### config.mk
export PLATFORM = sky130hd
export DESIGN_NAME = ps2k_rx
export DESIGN_NICKNAME = d
export VERILOG_FILES = /design/src/rtl/ps2k_rx.sv
export SDC_FILE = /design/constraint.sdc
export NUM_CORES = 1
export LEC_CHECK = 0
export CAP_MARGIN = 25
export CORE_ASPECT_RATIO = 0.75
export CORE_MARGIN = 2
export CORE_UTILIZATION = 61
export CTS_BUF_LIST = sky130_fd_sc_hd__clkbuf_4 sky130_fd_sc_hd__clkbuf_8
export DETAILED_ROUTE_END_ITERATION = 10
export GPL_TIMING_DRIVEN = 0
export PLACE_DENSITY = 0.82
export SKIP_LAST_GASP = 1
export SLEW_MARGIN = 10
export SYNTH_ARGS = -nofsm -noshare
export SYNTH_HDL_FRONTEND = slang
export SYNTH_SLANG_ARGS = --single-unit
### constraint.sdc
create_clock -name clock -period 2.07 [get_ports clock]
set_input_delay 0.3105 -clock clock [delete_from_list [all_inputs] [get_ports clock]]
set_output_delay 0.3105 -clock clock [all_outputs]
set_load 0.02 [all_outputs]
### src/rtl/ps2k_rx.sv
// rtl/ps2k_rx.sv - PS/2 keyboard receiver: synchronizer, clock filter, frame FSM, E0/F0 prefix decode, event storage.
// Define PS2K_RX_FIFO_EN for a 4-entry event FIFO; otherwise a single holding register is used.
module ps2k_rx #(
    parameter int FILTER  = 8,
    parameter int TIMEOUT = 65535
) (
    input  logic       clock,
    input  logic       reset,
    input  logic       ps2kCk,
    input  logic       ps2kD,
    output logic [7:0] code,
    output logic       ext,
    output logic       rel,
    output logic       valid,
    input  logic       ack,
    output logic       ovf,
    output logic       err
);

    typedef enum logic [1:0] {IDLE, DATA, PARITY, STOP} frameState;

    logic        ckS1, ckS2, dS1, dS2;
    logic        ckFilt;
    logic [7:0]  filtCnt;
    logic        filtDone;
    logic        fall;
    frameState   state;
    logic [2:0]  bitCnt;
    logic [7:0]  shiftReg;
    logic        parOk;
    logic [15:0] toCnt;
    logic        extP, relP;
    logic        storeEv;
    logic [9:0]  evData;

    assign filtDone = (filtCnt == 8'(FILTER - 1));
    // A falling edge is the very cycle the filter commits its 1->0 change.
    assign fall     = ckFilt & ~ckS2 & filtDone;
    assign storeEv  = fall && (state == STOP) && dS2 && parOk
                      && (shiftReg != 8'hE0) && (shiftReg != 8'hF0);
    assign evData   = {extP, relP, shiftReg};

    always_ff @(posedge clock) begin
        if (reset) begin
            ckS1    <= 1'b1;
            ckS2    <= 1'b1;
            dS1     <= 1'b1;
            dS2     <= 1'b1;
            ckFilt  <= 1'b1;
            filtCnt <= 8'd0;
        end else begin
            ckS1 <= ps2kCk;
            ckS2 <= ckS1;
            dS1  <= ps2kD;
            dS2  <= dS1;
            if (ckS2 != ckFilt) begin
                if (filtDone) begin
                    ckFilt  <= ckS2;
                    filtCnt <= 8'd0;
                end else begin
                    filtCnt <= filtCnt + 8'd1;
                end
            end else begin
                filtCnt <= 8'd0;
            end
        end
    end

    always_ff @(posedge clock) begin
        if (reset) begin
            state    <= IDLE;
            bitCnt   <= 3'd0;
            shiftReg <= 8'd0;
            parOk    <= 1'b0;
            toCnt    <= 16'd0;
            extP     <= 1'b0;
            relP     <= 1'b0;
            err      <= 1'b0;
        end else begin
            err <= 1'b0;
            if (fall) begin
                case (state)
                    IDLE: begin
                        if (!dS2) begin
                            state  <= DATA;
                            bitCnt <= 3'd0;
                        end else begin
                            err <= 1'b1;
                        end
                    end
                    DATA: begin
                        shiftReg <= {dS2, shiftReg[7:1]};
                        bitCnt   <= bitCnt + 3'd1;
                        if (bitCnt == 3'd7) state <= PARITY;
                    end
                    PARITY: begin
                        parOk <= ^{dS2, shiftReg};
                        state <= STOP;
                    end
                    STOP: begin
                        state <= IDLE;
                        if (dS2 && parOk) begin
                            if (shiftReg == 8'hE0) begin
                                extP <= 1'b1;
                            end else if (shiftReg == 8'hF0) begin
                                relP <= 1'b1;
                            end else begin
                                extP <= 1'b0;
                                relP <= 1'b0;
                            end
                        end else begin
                            err  <= 1'b1;
                            extP <= 1'b0;
                            relP <= 1'b0;
                        end
                    end
                    default: state <= IDLE;
                endcase
            end
            if (state == IDLE || fall) begin
                toCnt <= 16'd0;
            end else if (toCnt == 16'(TIMEOUT - 1)) begin
                toCnt <= 16'd0;
                state <= IDLE;
                err   <= 1'b1;
                extP  <= 1'b0;
                relP  <= 1'b0;
            end else begin
                toCnt <= toCnt + 16'd1;
            end
        end
    end

`ifdef PS2K_RX_FIFO_EN
    logic [9:0] fifoMem [4];
    logic [1:0] rdPtr, wrPtr;
    logic [2:0] count;
    logic       pop, push;

    assign pop   = ack && (count != 3'd0);
    // When full, a same-cycle pop frees the head slot that wrPtr points at.
    assign push  = storeEv && ((count != 3'd4) || pop);
    assign valid = (count != 3'd0);
    assign {ext, rel, code} = fifoMem[rdPtr];

    always_ff @(posedge clock) begin
        if (reset) begin
            for (int i = 0; i < 4; i++) fifoMem[i] <= 10'd0;
            rdPtr <= 2'd0;
            wrPtr <= 2'd0;
            count <= 3'd0;
            ovf   <= 1'b0;
        end else begin
            ovf <= storeEv && !push;
            if (push) begin
                fifoMem[wrPtr] <= evData;
                wrPtr          <= wrPtr + 2'd1;
            end
            if (pop) rdPtr <= rdPtr + 2'd1;
            count <= count + 3'(push) - 3'(pop);
        end
    end
`else
    always_ff @(posedge clock) begin
        if (reset) begin
            code  <= 8'd0;
            ext   <= 1'b0;
            rel   <= 1'b0;
            valid <= 1'b0;
            ovf   <= 1'b0;
        end else begin
            ovf <= 1'b0;
            if (storeEv && (!valid || ack)) begin
                {ext, rel, code} <= evData;
                valid            <= 1'b1;
            end else begin
                if (storeEv) ovf <= 1'b1;
                if (ack) valid <= 1'b0;
            end
        end
    end
`endif

endmodule

[Word level (Yosys, flattened, before mapping)]
Index checks and enable logic that the tools add are counted.
Cells by class
  multiplexer cells: 31
  bitwise gates (word level): 4
  eq/ne operators: 12
  div/mod/pow operators: 0
  magnitude comparators: 0
  multipliers: 0
  shift operators: 0
  add/subtract/negate cells: 3
  reduce and logical (&&, ||, !) cells: 21
Operators by type and width (number)
  two-way mux 1 bit: 22
  adder 16 x 1 -> 16 bit (second input constant): 1
  == test 16 bit (second input constant): 1
  == test 8 bit (second input constant): 2
  inequality test 8 bit (second input constant): 2
  two-way mux 2 bit: 5
  XOR reduction 9 bit: 1
  adder 8 x 1 -> 8 bit (second input constant): 1
  == test 8 x 3 -> 1 bit (second input constant): 1
  case mux 2 bit (4 select lines): 1
  logical AND 1 bit: 7
  case mux 3 bit (2 select lines): 1
  AND reduction 2 bit: 3
  OR reduction 3 bit: 2
  == test 2 bit (second input constant): 2
  nonzero test 2 bit: 2
  adder 3 x 1 -> 3 bit (second input constant): 1
  == test 3 bit (second input constant): 1
  two-way mux 3 bit: 1
  AND reduction 3 bit: 1
  AND 1 bit: 2
  == test 2 x 1 -> 1 bit (second input constant): 1
  logical NOT 2 bit: 1
  logical OR 1 bit: 2
  other kinds (6): 7
Word-level totals
  memory bits (writable): 0
  logic and storage cells: 90
  latch bits: 0
  bits of input ports: 5
  memories kept: 0
  ROM bits: 0
  output and inout bits: 13
  register bits after elaboration: 58

[Depth between registers and ports, before layout]
Gate-level depths: netlist of run 1.
  depth in word-level cells: 10
  gate-level depth with buffers: 8
  depth with buffers taken out: 6

[Worst setup path after synthesis of run 1]
OpenSTA, ideal clock, no wires.
  path type: register to register
  start point: reg filtCnt[0]
  end point: reg toCnt[12]
  path buffers: 3
  library setup time: 0.064 ns
  period minus slack after synthesis: 1.838 ns
  data required time: 2.006 ns
  stages on the path, launching flop included: 9
  arrival: 1.774 ns
  path slack: 0.232 ns
  cells stage by stage: dfxtp_1 > ha_1 > nor4bb_1 > buf_6 > and2_1 > buf_2 > a2111o_1 > buf_6 > nor2_1
On the way
  word-level cells in the longest chain between the ends: 4
RTL lines
  start, declared: RTL line 24  | logic [7:0] filtCnt;
  start signal, assigned: RTL line 61  | filtCnt <= filtCnt + 8'd1;
  == test 8 x 3 -> 1 bit: RTL line 36  | assign filtDone = (filtCnt == 8'(FILTER - 1));
  AND 1 bit: RTL line 38  | assign fall = ckFilt & ~ckS2 & filtDone;
  logical OR 1 bit: RTL line 120  | if (state == IDLE || fall) begin
  OR reduction 3 bit (no source line)
  end signal, assigned: RTL line 129  | toCnt <= toCnt + 16'd1;
  end, declared: RTL line 31  | logic [15:0] toCnt;
Every way passes these cells.
A chain may end at the register's enable or synchronous reset.

[Final worst setup path of run 1]
  start point: reg filtCnt[0]
  end point: reg toCnt[10]
Same word-level chain as after synthesis.

==> flow_summary_export.csv, run 1 <==
group,metric,value,unit
global_route,groute.layer.met3.usage,9.82,%
timing,final_max_slew_viol_count,0,
cts,insertion_delay,350,ps
worst_setup_path,crit_arrival,2280,ps
place,placed_cells,366,
outcome,status,"complete, no violations",
place,hpwl,3770,µm
global_route,grt-ovfl-total,0,
routing,vias,2217,
cts,cts_tree,"yes",
routing,ant_nets,0,
global_route,use_met1,32.5,%
cts,path_clk_slew,70,ps
synth,synth_top_cell_by_area,"dfxtp_1",
floorplan,die_width,80.0,µm
routing,routed_wl,5470,µm
synth,synth_warnings,0,
floorplan,core,4100,µm²
worst_setup_path,r2r-end,"toCnt[10]",
synth,ys.flop_type,"dfxtp_1",
worst_setup_path,cp.required,2350,ps
global_route,antenna_found_initial,0,
cts,cts_root_buf,"clkbuf_8",
timing,clock_skew,6.48,ps
worst_setup_path,worst_path_max_delay_cell,"a2111o_1",
job,max_cap_violations,0,
worst_setup_path,worstReg2RegStart,"filtCnt[0]",
routing,wl_per_cell,14.2,µm
synth,yosys-top-cells-area,"dfxtp_1, ha_1, xnor2_1",
layout,n_fill_cell,298,
worst_setup_path,ff2ff_path_depth,8,
layout,final_cells,384,
timing,tightest_slew,499,ps
synth,ys_types,42,
timing,period_minus_slack,2000,ps
place,place.gp.congestion,0.790,
place,dpl_worst_slack,-12.1,ps
timing,slew-limit-headroom,66.7,%
place,place_area,2880,µm²
synth,ys_ff_latch,58,
layout,final_nets,345,
routing,avgViaCountPerCell,5.77,
cts,clock-sinks,58,
worst_setup_path,timing.critical_path.cells,"ha_2, nor4bb_2, buf_6, and2_1, buf_2, a2111o_1, buf_2, nor2_1",
cts,numCtsBuffers,9,
global_route,grt_pass1_wl,8940,µm
timing,setup_viol,0,
cts,cts_max_level,3,
synth,synth_area,2640,µm²
power_and_ir_drop,power_frac_clock,46.1,%
worst_setup_path,worstSetupPathType,"flip-flop to flip-flop",
cts,cts.hold.buffers_added,0,
worst_setup_path,r2r_setup_slack,70,ps
timing,worst_slack,70.2,ps
power_and_ir_drop,total_power,2160,µW
layout,area_growth,17.3,%
cts,cts_max_path_buffers,2,
timing,max_freq,500,MHz
global_route,track_usage,24.5,%
routing,first_pass_iters,5,
floorplan,chipHeight,61.0,µm
synth,synth_nets,315,
hold_path,hp-class,"flip-flop to flip-flop",
worst_setup_path,cp_slowest_stage_delay,480,ps
timing,hold_viol_final,0,
global_route,grt_max_degree,11,
power_and_ir_drop,seq_power_share,52.0,%
synth,ys_async_sr_fraction,0,%
place,port_buffers,17,
power_and_ir_drop,p_comb_share,1.9,%
layout,drive_gt1_share,10.6,%
power_and_ir_drop,power_density,696,nW/µm²
synth,synth-edff-count,0,
global_route,top_usage_layer,"met2",
routing,initialDrtViolationCount,175,
worst_setup_path,crit_end,"toCnt[10]",
synth,postSynthAreaPerCell,8.98,µm²
global_route,grt_pass1_vias,1991,
worst_setup_path,crit_start,"filtCnt[0]",
power_and_ir_drop,p_leak,0.00109,µW
global_route,grtUsageMet2,36.7,%
power_and_ir_drop,swShare,21.4,%
floorplan,dieArea,4880,µm²
layout,final_area,3100,µm²
worst_setup_path,crit_top_cell,"buf_2",
power_and_ir_drop,internal_power,1700,µW
timing,timing.final.crit_share,96.6,%
timing,setup_tns,0,ps
floorplan,ioPinCount,18,
power_and_ir_drop,p_switching,461,µW
worst_setup_path,start_kind,"flip-flop",
synth,synth.top_cell.area_share,44.0,%
layout,diodes,0,
synth,postSynthCellCount,294,
power_and_ir_drop,max-vdd-ir-drop,0.000659,V
synth,synth-seq-area-share,44.0,%
floorplan,start_util,64.4,%
worst_setup_path,critPathMaxFanout,9,
floorplan,rows,20,
worst_setup_path,cp-end-kind,"flip-flop",
routing,drc,0,
## what timing repair did
action                     in CTS  in global routing
setup buffers                   0                  3
pin swaps                       0                  1
gates cloned                    0                  1
setup endpoints to repair       3                 20
resized for setup               1                  3
## cells in the mapped netlist (all sizes together), types with 2 or more instances
cell type  number
o2111ai         2
or2             4
inv            12
nor2b           2
nand2          15
or3b            2
dfxtp          58
xnor2          16
nand3          18
o21ai          11
mux2i           6
ha             16
nor4            4
xor2            8
nor3           12
and3            4
clkbuf          9
a31oi           2
nand4          16
a21oi          23
nor2           32
buf             5
## kinds of logic after synthesis
logic type / after synthesis / share of synthesized area (%)
XOR/XNOR: 24 / 7.96
flip-flops: 58 / 44.0
AND/OR/NAND/NOR: 117 / 23.1
multiplexers: 6 / 2.27
buffers and inverters: 26 / 4.36
adder cells (fa/ha/maj): 16 / 7.58
AO/OA/AOI/OAI: 47 / 10.8
## cells in the final DEF, fill, tap and decap left out, types with 2 or more instances in the layout
master           count
o2111ai_1            2
nor4_1               4
a21oi_1             23
xnor2_1             16
nor2b_1              2
buf_4                3
clkbuf_8             9
clkdlybuf4s50_1     17
clkinv_2             4
and3_1               4
buf_2                3
buf_6                2
dfxtp_1             57
or2_2                4
nand3_1             18
inv_1               12
nand2_1             15
nor3_1              12
ha_1                15
mux2i_1              6
nor2_1              32
nand4_1             16
o21ai_0             10
clkbuf_1             7
xor2_1               8
a31oi_1              2
## flip-flops by register name, indices dropped and copies added (netlist names)
register,cells
ckS1,1
dS2,1
state,2
ext,1
valid,1
toCnt,16
rel,1
shiftReg,8
extP,1
ckS2,1
ovf,1
dS1,1
bitCnt,3
err,1
filtCnt,8
code,8
parOk,1
ckFilt,1
relP,1
## critical path, delay by kind of cell, from the launching register on
kind / cells / cell delay (ps)
adders and majority gates: 1 / 210
and+or+nand+nor: 3 / 400
buffers and inverters: 3 / 520
AOI/OAI and AO/OA: 1 / 480
DFF: 1 / 320
## metal layers
layer	up-vias	routed length [µm]
li1	1102	-
met1	1052	2660
met2	54	2390
met3	9	329
met4	0	85
met5	-	0
## final cells by class
cell class	instances	area [µm²]	area share, %
Tap cell	55	68.8	2.22
Inverter	12	45.0	1.45
Sequential cell	58	1160	37.5
Clock inverter	6	57.6	1.86
Timing Repair Buffer	21	198	6.38
Multi-Input combinational cell	210	1370	44.3
Buffer	12	62.6	2.02
Clock buffer	10	131	4.24
## power by group through the flow
stage	Combinational [µW]	Sequential [µW]	Clock [µW]
final	40.5	1120	995
after global routing	44.1	1120	1070
after CTS	40.1	1120	1010
after detailed placement	39.5	1150	0
after global placement	39.4	1150	0
after floorplan	23.8	1150	0
## worst min-delay path by stage
stage | from | end | slack, ps | cells after the start
3_5_place_dp | dS1 | dS2 | 400 | 1
6_report | dS1 | dS2 | 410 | 1
5_1_grt | dS1 | dS2 | 430 | 1
2_1_floorplan | ckS1 | ckS2 | 390 | 1
4_1_cts | dS1 | dS2 | 410 | 1
3_3_place_gp | ckS1 | ckS2 | 400 | 1
## stage by stage
| stage | hold WS, ps | util (%) |
|---|---|---|
| global route | 425 | 75.5 |
| floorplan | 389 | - |
| finish | 412 | 75.5 |
| CTS | 410 | 74.8 |
| global placement | 395 | 70.2 |
| detailed placement | 397 | 70.2 |
Note: power is estimated with default switching activity, not from simulation.
==> inputs of run 2 (changes only) <==
- CORE_UTILIZATION: 61 -> 65
- DONT_BUFFER_PORTS: not set -> 1
- PLACE_DENSITY: 0.82 -> 0.81
- SETUP_SLACK_MARGIN: not set -> 0.1
==> run 2 against run 1 <==
Effect of this change:
- worst setup slack improved by 55 ps
- highest routed layer unchanged
- largest power group unchanged
- clock power decreased by 7.6%
- non-clock buffer count decreased by 15
- global-route usage increased by 1.7 points
==> flow_summary_export.csv, run 2 (synthesis gave the netlist of run 1 again) <==
group,metric,value,unit
outcome,status,"complete, no violations",
floorplan,die_width,77.6,µm
cts,cts_tree,"yes",
timing,period_minus_slack,1950,ps
floorplan,ioPinCount,18,
global_route,antenna_found_initial,0,
timing,setup_viol,0,
floorplan,dieArea,4590,µm²
floorplan,rows,20,
routing,avgViaCountPerCell,5.82,
routing,vias,2140,
cts,insertion_delay,330,ps
floorplan,core,3980,µm²
place,place_area,2710,µm²
floorplan,start_util,66.4,%
timing,clock_skew,7.47,ps
worst_setup_path,r2r_setup_slack,120,ps
place,port_buffers,0,
routing,drc,0,
cts,numCtsBuffers,9,
routing,dr.max_layer_used,"met4",
power_and_ir_drop,p_leak,0.00106,µW
timing,setup_tns,0,ps
place,dpl_worst_slack,20.2,ps
routing,wl_met2,2540,µm
hold_path,hp-class,"primary input to flip-flop",
worst_setup_path,cp-end-kind,"flip-flop",
worst_setup_path,worst_path_max_delay_cell,"a2111o_1",
worst_setup_path,critPathMaxFanout,9,
cts,cts_root_buf,"clkbuf_8",
routing,route.met3.wl,385,µm
timing,final_max_slew_viol_count,0,
worst_setup_path,crit_arrival,2210,ps
timing,slew-limit-headroom,65.5,%
worst_setup_path,cp_slowest_stage_delay,490,ps
floorplan,chipHeight,59.2,µm
routing,wl_per_cell,15.2,µm
routing,routed_wl,5610,µm
timing,hold_viol_final,0,
layout,area_growth,11.9,%
timing,timing.final.crit_share,94.0,%
timing,tightest_slew,518,ps
worst_setup_path,r2r-end,"toCnt[7]",
worst_setup_path,crit_family,"compound AO/OA/AOI/OAI gates",
routing,ant_nets,0,
worst_setup_path,worstReg2RegStart,"filtCnt[1]",
timing,worst_slack,125,ps
power_and_ir_drop,max-vdd-ir-drop,0.000546,V
global_route,track_usage,26.2,%
hold_path,min_to,"ckS1",
layout,final_common_cell,"dfxtp_1",
place,place.gp.congestion,0.816,
layout,top_register,"toCnt",
layout,final_cell_mix,"dfxtp_1, nor2_1, a21oi_1",
global_route,grt_max_degree,11,
global_route,grt-ovfl-total,0,
global_route,grt_pass1_wl,9200,µm
place,hpwl,3640,µm
layout,final_area,2960,µm²
routing,first_pass_iters,4,
worst_setup_path,crit_top_cell,"buf_6",
timing,rsz0062_at_grt,"yes",
layout,n_fill_cell,297,
cts,clock-sinks,58,
cts,path_clk_slew,60,ps
timing,timing.hold.ws,82.2,ps
worst_setup_path,start_kind,"flip-flop",
routing,wl_met1,2620,µm
cts,cts_max_path_buffers,2,
worst_setup_path,worst-path-buf-inv,3,
hold_path,hp-start,"ps2kCk",
job,max_cap_violations,0,
worst_setup_path,timing.critical_path.cells,"ha_2, nor4bb_2, buf_6, and2_1, buf_6, a2111o_1, buf_6, nor2_1",
power_and_ir_drop,power_density,702,nW/µm²
global_route,grt_pass1_vias,1982,
routing,initialDrtViolationCount,90,
layout,diodes,0,
layout,drive_gt1_share,12.5,%
worst_setup_path,cp.required,2330,ps
worst_setup_path,worstSetupPathType,"flip-flop to flip-flop",
cts,cts.hold.buffers_added,0,
layout,final_nets,330,
layout,largest_reg_flops,16,
worst_setup_path,ff2ff_path_depth,8,
hold_path,hold_depth,1,
timing,max_freq,514,MHz
cts,cts_max_level,3,
-- run 2: changes by cell type in the layout (fill, tap and decap cells not counted), moves of 2 or more --
cell             previous run  this run
clkbuf_8                    9        11
clkbuf_1                    7         5
buf_2                       3         1
clkbuf_2                    0         3
buf_6                       2         6
clkdlybuf4s50_1            17         0
-- run 2: routing by layer --
layer | global-route usage, % | up-vias
li1 | - | 1072
met1 | 34.0 | 1002
met2 | 41.3 | 61
met3 | 7.77 | 5
met4 | 11.2 | 0
met5 | 0 | -
-- run 2: how the worst max path moves through the flow --
stage / end / slack, ps / from / cells past startpoint
after floorplan: toCnt[12] / 230 / filtCnt[0] / 8
after global placement: ext / 60 / shiftReg[4] / 7
after detailed placement: code[4] / 20 / shiftReg[4] / 7
after CTS: bitCnt[0] / 130 / filtCnt[0] / 6
after global routing: bitCnt[0] / 40 / state[1] / 7
final: toCnt[7] / 120 / filtCnt[1] / 8
-- run 2: where the power goes --
| group | switching (µW) | internal [µW] |
|---|---|---|
| Combinational | 23.2 | 10.0 |
| Sequential | 1.59 | 1120 |
| Clock | 419 | 500 |
-- run 2: stage by stage --
stage | util [%] | power [µW] | cells
6_report | 74.3 | 2070 | 368
5_1_grt | 74.3 | 2130 | 368
4_1_cts | 72.9 | 2080 | 365
3_5_place_dp | 68.1 | 1180 | 349
3_3_place_gp | 68.1 | 1180 | 349
2_1_floorplan | - | 1170 | 294
-- run 2: cell type report --
cell class                 instances  area [µm²]  area share [%]
multi-input combinational        210        1380            46.7
inverter                          12        45.0            1.52
clock buffer                      12         159            5.38
buffer                            13        76.3            2.58
timing repair buffer               5        48.8            1.65
clock inverter                     3        15.0           0.508
sequential                        58        1160            39.3
tap                               55        68.8            2.33
-- run 2: timing repair --
item | in CTS | in global routing
cloned | 0 | 1
endpoints found under the setup margin | 21 | 36
setup buffers | 2 | 2
resized for setup | 3 | 16
endpoints found under the hold margin | 0 | 0
pin swaps | 1 | 2
